### config.mk
export PLATFORM = sky130hd
export DESIGN_NAME = ov7670_sccb_cfg_seq
export DESIGN_NICKNAME = d
export VERILOG_FILES = /design/src/rtl/ov7670_sccb_cfg_seq.sv
export SDC_FILE = /design/constraint.sdc
export NUM_CORES = 1
export LEC_CHECK = 0
export CORE_ASPECT_RATIO = 0.75
export CORE_UTILIZATION = 52
export DETAILED_ROUTE_END_ITERATION = 12
export PLACE_DENSITY = 0.87
export SLEW_MARGIN = 10
export SYNTH_ARGS = -nofsm -noshare
export SYNTH_HDL_FRONTEND = slang
export SYNTH_SLANG_ARGS = --single-unit
### constraint.sdc
create_clock -name sys_clk -period 2.4 [get_ports sys_clk]
set_input_delay 0.48 -clock sys_clk [delete_from_list [all_inputs] [get_ports sys_clk]]
set_output_delay 0.48 -clock sys_clk [all_outputs]
set_load 0.02 [all_outputs]
### src/rtl/ov7670_sccb_cfg_seq.sv
// OV7670 power-up register loader: walks the config table and drives the SCCB byte master.
// Define SCCB_CFG_DELAY_EN to treat 16'hF0nn entries as nn-millisecond waits.
module ov7670_sccb_cfg_seq #(
  parameter int unsigned CLK_FREQ   = 50000000,
  parameter int unsigned DEPTH      = 77,
  parameter int unsigned LEN        = $clog2(DEPTH),
  parameter logic [7:0]  DEV_ADDR   = 8'h42,
  parameter int unsigned MAX_RETRY  = 3,
  parameter int unsigned GAP_CYCLES = 500
) (
  input  logic           sys_clk,
  input  logic           rstn,
  input  logic           i_start,
  output logic           o_bram_rden,
  output logic [LEN-1:0] o_bram_addr,
  input  logic [15:0]    i_bram_data,
  output logic           o_i2c_start,
  output logic           o_i2c_stop,
  output logic [7:0]     o_i2c_wr_byte,
  input  logic           i_i2c_tx_done,
  input  logic           i_i2c_ack,
  output logic           o_busy,
  output logic           o_done,
  output logic           o_err,
  output logic [LEN-1:0] o_index
);

  localparam int GW = $clog2(GAP_CYCLES + 1);
  localparam int RW = $clog2(MAX_RETRY + 1);

  typedef enum logic [3:0] {
    IDLE,
    FETCH,
    WAIT_DATA,
    DECODE,
    SEND_DEV,
    WAIT_DEV,
    SEND_REG,
    WAIT_REG,
    SEND_VAL,
    WAIT_VAL,
    STOP,
    GAP,
    DONE,
    ERR
`ifdef SCCB_CFG_DELAY_EN
    , DELAY
`endif
  } state_t;

  state_t        state, state_n;
  logic [LEN-1:0] index, index_n;
  logic [RW-1:0] retry, retry_n;
  logic          failed, failed_n;
  logic [7:0]    byte_n;
  logic [15:0]   word;
  logic [GW-1:0] gap_cnt;
  logic          gap_last;
  logic          nack;
  logic          adv;

  assign gap_last = (gap_cnt == GW'(GAP_CYCLES - 1));
  assign o_index  = index;

`ifdef SCCB_CFG_DELAY_EN
  localparam int unsigned MS = CLK_FREQ / 1000;
  localparam int PW = (MS > 1) ? $clog2(MS) : 1;

  logic [PW-1:0] pre;
  logic [7:0]    ms_left;
  logic          pre_wrap;
  logic          dly_last;

  assign pre_wrap = (pre == PW'(MS - 1));
  assign dly_last = pre_wrap && (ms_left == 8'd1);

  // ms_left tracks the latched word until DELAY starts counting it down
  always_ff @(posedge sys_clk) begin
    if (!rstn) begin
      pre     <= '0;
      ms_left <= '0;
    end else if (state == DELAY) begin
      pre <= pre_wrap ? '0 : pre + PW'(1);
      if (pre_wrap)
        ms_left <= ms_left - 8'd1;
    end else begin
      pre     <= '0;
      ms_left <= word[7:0];
    end
  end
`endif

  always_comb begin
    state_n  = state;
    index_n  = index;
    retry_n  = retry;
    failed_n = failed;
    byte_n   = o_i2c_wr_byte;
    nack     = 1'b0;
    adv      = 1'b0;
    unique case (state)
      IDLE, DONE, ERR: begin
        if (i_start) begin
          state_n  = FETCH;
          index_n  = '0;
          retry_n  = '0;
          failed_n = 1'b0;
        end
      end
      FETCH:     state_n = WAIT_DATA;
      WAIT_DATA: state_n = DECODE;
      DECODE: begin
        if (word == 16'hFFFF) begin
          state_n = DONE;
        end
`ifdef SCCB_CFG_DELAY_EN
        else if (word[15:8] == 8'hF0) begin
          if (word[7:0] == 8'h00)
            adv = 1'b1;
          else
            state_n = DELAY;
        end
`endif
        else begin
          state_n = SEND_DEV;
          byte_n  = DEV_ADDR;
        end
      end
      SEND_DEV: state_n = WAIT_DEV;
      WAIT_DEV: begin
        if (i_i2c_tx_done) begin
          if (i_i2c_ack) begin
            nack = 1'b1;
          end else begin
            state_n = SEND_REG;
            byte_n  = word[15:8];
          end
        end
      end
      SEND_REG: state_n = WAIT_REG;
      WAIT_REG: begin
        if (i_i2c_tx_done) begin
          if (i_i2c_ack) begin
            nack = 1'b1;
          end else begin
            state_n = SEND_VAL;
            byte_n  = word[7:0];
          end
        end
      end
      SEND_VAL: state_n = WAIT_VAL;
      WAIT_VAL: begin
        if (i_i2c_tx_done) begin
          if (i_i2c_ack)
            nack = 1'b1;
          else
            state_n = STOP;
        end
      end
      STOP: state_n = GAP;
      GAP: begin
        if (gap_last) begin
          if (!failed) begin
            adv = 1'b1;
          end else if (retry < RW'(MAX_RETRY)) begin
            state_n  = FETCH;
            failed_n = 1'b0;
          end else begin
            state_n = ERR;
          end
        end
      end
`ifdef SCCB_CFG_DELAY_EN
      DELAY: begin
        if (dly_last)
          adv = 1'b1;
      end
`endif
      default: state_n = IDLE;
    endcase

    if (nack) begin
      state_n  = STOP;
      retry_n  = retry + RW'(1);
      failed_n = 1'b1;
    end

    // shared by a clean GAP and a finished delay entry
    if (adv) begin
      retry_n = '0;
      if (index == LEN'(DEPTH - 1)) begin
        state_n = DONE;
      end else begin
        state_n = FETCH;
        index_n = index + LEN'(1);
      end
    end
  end

  always_ff @(posedge sys_clk) begin
    if (!rstn) begin
      state         <= IDLE;
      index         <= '0;
      retry         <= '0;
      failed        <= 1'b0;
      word          <= '0;
      gap_cnt       <= '0;
      o_bram_rden   <= 1'b0;
      o_bram_addr   <= '0;
      o_i2c_start   <= 1'b0;
      o_i2c_stop    <= 1'b0;
      o_i2c_wr_byte <= '0;
      o_busy        <= 1'b0;
      o_done        <= 1'b0;
      o_err         <= 1'b0;
    end else begin
      state         <= state_n;
      index         <= index_n;
      retry         <= retry_n;
      failed        <= failed_n;
      o_i2c_wr_byte <= byte_n;
      if (state == WAIT_DATA)
        word <= i_bram_data;
      gap_cnt       <= (state == GAP) ? gap_cnt + GW'(1) : '0;
      o_bram_rden   <= (state_n == FETCH);
      o_bram_addr   <= index_n;
      o_i2c_start   <= (state_n == SEND_DEV) ||
                       (state_n == SEND_REG) ||
                       (state_n == SEND_VAL);
      o_i2c_stop    <= (state_n == STOP);
      o_busy        <= (state_n != IDLE) &&
                       (state_n != DONE) &&
                       (state_n != ERR);
      o_done        <= (state_n == DONE);
      o_err         <= (state_n == ERR);
    end
  end

endmodule
Word-level counts from Yosys, hierarchy flattened
Cells that the tools add are included.

Equality and inequality tests: 32. Bitwise logic cells: 1. Add/sub/neg operators: 3. Magnitude comparators: 1. Reductions and logical operators: 17. Muxes and demuxes: 40.

Operator list (number): $mux W4 (14); $pmux W4 S12 (1); $eq A4 B4 Y1 const B (10); $mux W8 (5); $mux W7 (4); $eq A4 B3 Y1 const B (6); $pmux W8 S3 (1); $eq A16 B16 Y1 const B (1); $mux W1 (11); $ne A2 B2 Y1 const B (5); $add A9 B1 Y9 const B (1); $eq A9 B9 Y1 const B (1); $eq A4 B1 Y1 const B (2); $eq A4 B2 Y1 const B (2); $ne A4 B4 Y1 const B (2); $add A7 B1 Y7 const B (1); $eq A7 B7 Y1 const B (1); $mux W2 (3); $ne A3 B3 Y1 const B (2); $reduce_and A6 Y1 (1); $reduce_bool A3 Y1 (2); $reduce_or A3 Y1 (2); $logic_not A4 Y1 (1); $reduce_and A2 Y1 (2); other kinds (10) (13).

Input port bits: 21. Output and inout port bits: 28. Bits in registers: 53. Word-level logic and storage cells: 107.

Longest topological paths before layout
Gate-level depths: netlist (run 1).

Depth after elaboration: 10. Depth in mapped cells: 7. Mapped depth without buffers: 7.

Least setup slack after synthesis (run 1)
No wires, ideal clock.

Path type: reg2reg. Start point: register gap_cnt[0]. End point: register index[6], in the netlist o_index[6]. Setup time: 0.074 ns. Stages on the path, launching flop included: 7. Path buffers: 1. Arrival: 1.780 ns. Required time: 2.326 ns. Setup slack: 0.545 ns. Clock period less this slack: 1.855 ns. Path through: dfxtp_1 > ha_1 > nand4bb_1 > or4_1 > buf_2 > or3_1 > a31oi_1.

Word-level cells in the longest chain between the ends: 4.

Ends and longest elaborated chain: from (decl) (RTL line 57) `logic [GW-1:0] gap_cnt;`; from (signal assigned) (RTL line 224) `gap_cnt <= (state == GAP) ? gap_cnt + GW'(1) : '0;`; $eq A9 B9 Y1 (RTL line 62) `assign gap_last = (gap_cnt == GW'(GAP_CYCLES - 1));`; $mux W1 (RTL line 162) `if (gap_last) begin`; $mux W1 (RTL line 101) `unique case (state)`; $mux W7 (RTL line 189) `if (adv) begin`; to (signal assigned) (RTL line 218) `index <= index_n;`; to (decl) (RTL line 52) `logic [LEN-1:0] index, index_n;`.

No other way between the ends. A chain may end at the register's enable or synchronous reset.

Worst setup path in the final report (run 1)
Ends and elaborated chain as after synthesis.

==> results of run 1 <==
power by group through the flow:
stage | combinational, mW | sequential [mW] | clock, mW
final | 0.267 | 0.945 | 0.480
after detailed placement | 0.263 | 0.964 | 0
after global placement | 0.257 | 0.963 | 0
after floorplan | 0.163 | 0.958 | 0
after global routing | 0.290 | 0.951 | 0.533
after CTS | 0.264 | 0.944 | 0.493
final timing paths:
| kind | from | cells past startpoint | slack (ns) | to |
|---|---|---|---|---|
| worst max register to register | gap_cnt[0] | 6 | 0.24 | o_index[6] |
| worst min-delay path | gap_cnt[0] | 1 | 0.44 | gap_cnt[0] |
| worst min register to register | gap_cnt[0] | 1 | 0.44 | gap_cnt[0] |
| worst max-delay path | gap_cnt[0] | 6 | 0.24 | o_index[6] |
flip-flops by register name, indices dropped and copies added, names as in the netlist:
name	cells
o_done	1
o_i2c_start	1
o_bram_rden	1
word	16
o_index	7
state	4
failed	1
o_busy	1
retry	2
o_i2c_stop	1
gap_cnt	9
o_i2c_wr_byte	8
o_err	1
Yosys cell counts (2+ instances only):
cell	n
o21a_1	3
nor3_1	10
nor2b_1	8
and3_1	9
nor2_1	28
nand4_1	5
and4b_1	2
dfxtp_1	53
a21boi_1	2
buf_4	7
nor3b_1	2
nand2_1	47
a31oi_1	3
buf_2	7
nand3b_1	2
or3_1	5
inv_1	4
and2_1	4
xnor2_1	3
mux2i_1	13
ha_1	4
xor2_1	3
a21oi_1	30
o31ai_1	2
nand3_1	8
o41ai_1	2
nand2b_1	3
o21ai_0	9
clkbuf_1	7
a211oi_1	6
cells by family (layout without fill, tap and decap cells):
logic type / Yosys count / in the layout / synth area share
buffers and inverters: 27 / 74 / 0.0547
adder cells (fa/ha/maj): 4 / 4 / 0.0190
XOR/XNOR: 6 / 6 / 0.0200
flip-flops: 53 / 53 / 0.403
AO/OA/AOI/OAI: 68 / 68 / 0.162
multiplexers: 14 / 14 / 0.0537
AND/OR/NAND/NOR: 143 / 143 / 0.288
layout make-up:
type | count | area, µm²
fill | 409 | 1630
tap | 60 | 75.1
multi-input combinational | 235 | 1430
clock inverter | 2 | 10.0
clock buffer | 6 | 72.6
sequential | 53 | 1060
timing repair buffer | 61 | 578
inverter | 5 | 18.8
per-stage QoR:
stage          setup WS (ns)  hold slack, ns
2_1_floorplan          0.545           0.413
3_3_place_gp           0.116           0.425
3_5_place_dp          0.0753           0.428
4_1_cts                0.267           0.441
5_1_grt               0.0552           0.499
6_report               0.238           0.437
layer usage:
metal	up-vias	global-route usage	wire length (µm)
met1	1133	0.338	2970
met5	-	0	0
li1	1213	-	-
met4	0	0.0862	90
met3	10	0.0550	398
met2	86	0.349	2610
worst max-delay path: stages (launching register included):
cell       delay [ns]
dfxtp_1          0.35
ha_1             0.21
nand4bb_1        0.27
or4_1            0.63
nor2_1           0.37
nand3_1          0.12
a31oi_1          0.14
==> metrics, run 1 <==
capturing element type of the critical path flop; unrepaired setup endpoints after global routing no; Synth Flop Type dfxtp_1; commonest non-fill, non-tap cell in the layout dfxtp_1; clk_lat worst skew 0.31 ns; routed wire length 6060 µm; fmax 463 MHz; failing checks DRC; Worst Setup Start Kind flop; P per Cell Area 522 nW/µm²; WL per Instance 14.4 µm; routability cong. 0.919; max-cap viol count 0; Critical Path RT 2.63 ns; CTS buffer count 5; CTS sink cnt 53; global-route wire length before repair 10,100 µm; top cell type's share of synthesized area 0.403; placed cell area 3160 µm²; status complete, but fails checks; io pins 49; Mapped Cells 315; Synth area leaders dfxtp_1 (40%), nand2_1 (6.7%), a21oi_1 (5.7%); Tmin final 2.16 ns; P_int 1.24 mW; vias in the first global route 2,172; Mapped Area 2630 µm²; yosys warns 0; drt via density 5.79; total power 1.69 mW; Final setup viols 0; count of state elements after synthesis 53; Die Y 63.6 µm; Antenna Cells 0; die area 5350 µm²; fraction of registers with async set/reset 0; fin crit share 0.901; layout cell share with drive strength beyond 1 0.0773; setup bufs post-CTS 0; VDD IR max 0.285 mV; Clk pin slew, worst setup/hold paths 0.09 ns; synthesis-to-layout area growth 23.2%; sequential share of the synthesized area 0.403; slew margin rel. 0.617; pin count of the biggest net entering global routing 18; Slew @ Worst Pin 0.567 ns; post-CTS sizing 0; Gate power share 0.158; final core utilization 0.665; net switching power 452 µW; post-route insts no fill 422; final hold viol count 0; Chip Width 84.1 µm; Core Region 4870 µm²; Syn Area/Cell 8.35 µm²; Flop pwr share 0.558; Root Buffer clkbuf_8; commonest non-fill, non-tap cells in the layout dfxtp_1 (53), clkdlybuf4s50_1 (48), nand2_1 (47), a21oi_1 (30), nor2_1 (28); Nets 386; gr usage total 0.238; syn_nets 340; area leader, netlist dfxtp_1; CTS tree done; remaining global-route overflow 0; DRT Pass-1 Iters 8; Netlist cell types 54; crit path max fanout 6; post-route cell area 3240 µm²; max-slew violations 0; final clock skew 0.00897 ns; CP arrival 2.39 ns; leakage 1.15 nW; DR DRC count 4; H-tree levels 2; clock share of power 0.284; number of synthesized flops with an enable pin 0; Hold Crit Class reg2reg; initial core utilization 0.540; remaining antenna violation count after routing 0; detailed-placement wirelength estimate 4480 µm; Sw Ratio 0.267; Post-CTS Hold Buffers 0; Cell Rows 22; Vias 2,442; Max Root-Sink Buffers 2; TNS Setup 0 ns; critical path class reg2reg; number of port buffers 48; initial antenna violation count 0; Inst Count DP 414; initial drt markers 186
(Power assumes the default switching activity.)
==> inputs of run 2 (changes only) <==
--- a/config.mk
+++ b/config.mk
@@ -6,9 +6,11 @@
 export NUM_CORES = 1
 export LEC_CHECK = 0
 export CORE_ASPECT_RATIO = 0.75
-export CORE_UTILIZATION = 52
+export CORE_UTILIZATION = 40
 export DETAILED_ROUTE_END_ITERATION = 12
-export PLACE_DENSITY = 0.87
+export GPL_ROUTABILITY_DRIVEN = 0
+export PLACE_DENSITY = 0.71
+export SKIP_CTS_REPAIR_TIMING = 1
 export SLEW_MARGIN = 10
 export SYNTH_ARGS = -nofsm -noshare
 export SYNTH_HDL_FRONTEND = slang
==> run 2 against run 1 <==
The run now ends clean. Register-to-register slack lost 0.02 ns. First-iteration DRC count shrank 28%. Count of clock-buffer cells in the layout shrank 1. Worst hold slack gained 0.0055 ns. Critical path depth is the same. Largest power group unchanged. Power grew 0.70%. Die area grew 29%.
==> metrics, run 2 (same netlist as run 1, synthesis figures left out) <==
routed wire length 6150 µm; Clk pin slew, worst setup/hold paths 0.10 ns; slew margin rel. 0.618; Root Buffer clkbuf_8; remaining antenna violation count after routing 0; Vias 2,384; drt via density 5.39; Sw Ratio 0.274; Top reg by flops word; Worst Hold End gap_cnt[0]; Reg-to-Reg Start gap_cnt[0]; leakage 1.15 nW; clk_lat worst skew 0.30 ns; Regs by FF count word x16, gap_cnt x9, o_i2c_wr_byte x8; Antenna Cells 0; cells along the critical path ha_1 > nand4bb_1 > or4_1 > nor2_1 > nand3_1 > a31oi_1; Max Root-Sink Buffers 2; Tmin final 2.18 ns; die area 6910 µm²; max-cap viol count 0; Min-Delay Startpoint gap_cnt[0]; Core Region 6320 µm²; net switching power 467 µW; WL per Instance 13.9 µm; H-tree levels 2; io pins 49; Multi-input gate area 1430 µm²; critical path buffer and inverter count 0; number of port buffers 48; Chip Width 95.7 µm; max reg flops 16; Worst Setup Start Kind flop; CTS tree done; Inst Count DP 434; Placement Setup Slack 0.102 ns; fmax 458 MHz; Final setup viols 0; crit path max fanout 6; Gate power share 0.154; Hold Crit Class reg2reg; layout cell share with drive strength beyond 1 0.0776; R2R setup slack 0.22 ns; initial drt markers 134; status finished clean; final hold viol count 0; Crit path depth 6; vias in the first global route 2,130; CTS buffer count 5; final core utilization 0.517; initial antenna violation count 0; commonest non-fill, non-tap cells in the layout dfxtp_1 (53), clkdlybuf4s50_1 (48), nand2_1 (47), a21oi_1 (30), nor2_1 (28); pin count of the biggest net entering global routing 25; detailed-placement wirelength estimate 4500 µm; Cell Rows 25; register area 1060 µm²; hold depth 1; gr usage total 0.190; P per Cell Area 522 nW/µm²; Slew @ Worst Pin 0.565 ns; RR Endpoint o_index[6]; post-route insts no fill 442; Crit path largest cell delay 0.63 ns; worst r2r path cells 6; total power 1.70 mW; Die Y 72.2 µm; fillers 619; CTS sink cnt 53; Nets 385; VDD IR max 0.246 mV; synthesis-to-layout area growth 24.1%; DR DRC count 0; unrepaired setup endpoints after global routing no; CP arrival 2.41 ns; Critical Path RT 2.63 ns; final clock skew 0.00748 ns; Flop pwr share 0.553; commonest non-fill, non-tap cell in the layout dfxtp_1; capturing element type of the critical path flop; critical path class reg2reg; global-route wire length before repair 10,400 µm; DRT Pass-1 Iters 4; Worst path slowest cell or4_1; max-slew violations 0; fin crit share 0.909; clock share of power 0.292; TNS Setup 0 ns; P_int 1.24 mW; initial core utilization 0.416; setup ws final 0.218 ns; crit-path leading delay family simple AND/OR/NAND/NOR gates; remaining global-route overflow 0
## run 2: cell types whose count changed in the layout (fill, tap and decap cells not counted), sizes merged
cell      change
clkbuf        -1
clkinvlp      +1
buf           -1
## run 2: power by group through the flow
stage          logic [mW]  registers [mW]  clock network (mW)
2_1_floorplan       0.163           0.958                   0
4_1_cts             0.261           0.942               0.503
5_1_grt             0.289           0.948               0.545
3_3_place_gp        0.258           0.962                   0
6_report            0.263           0.943               0.498
3_5_place_dp        0.259           0.962                   0
## run 2: worst max-delay path by stage
stage               startpoint    endpoint  slack, ns
floorplan           gap_cnt[0]  o_index[6]       0.55
global route        gap_cnt[0]  o_index[1]       0.09
detailed placement   i_i2c_ack       o_err       0.10
CTS                 gap_cnt[0]  o_index[6]       0.27
finish              gap_cnt[0]  o_index[6]       0.22
global placement     i_i2c_ack       o_err       0.12
## run 2: area by class of cell
class                           instances  share of cell area
Clock buffer                            5              0.0211
Clock inverter                          3             0.00537
Inverter                                5             0.00575
Multi-Input combinational cell        235               0.437
Sequential cell                        53               0.325
Tap cell                               81              0.0310
Timing Repair Buffer                   60               0.175
## run 2: layer usage
metal | GRT usage | vias to the layer above | part of all wire
li1 | - | 1202 | -
met1 | 0.297 | 1105 | 0.52
met2 | 0.269 | 71 | 0.42
met3 | 0.0335 | 6 | 0.060
met4 | 0.0348 | 0 | 0.0055
met5 | 0 | - | 0
## run 2: metrics by stage
step	cell area, µm²	hold WS [ns]
2_1_floorplan	2630	0.413
3_3_place_gp	3180	0.428
3_5_place_dp	3180	0.429
4_1_cts	3260	0.443
5_1_grt	3260	0.476
6_report	3260	0.443
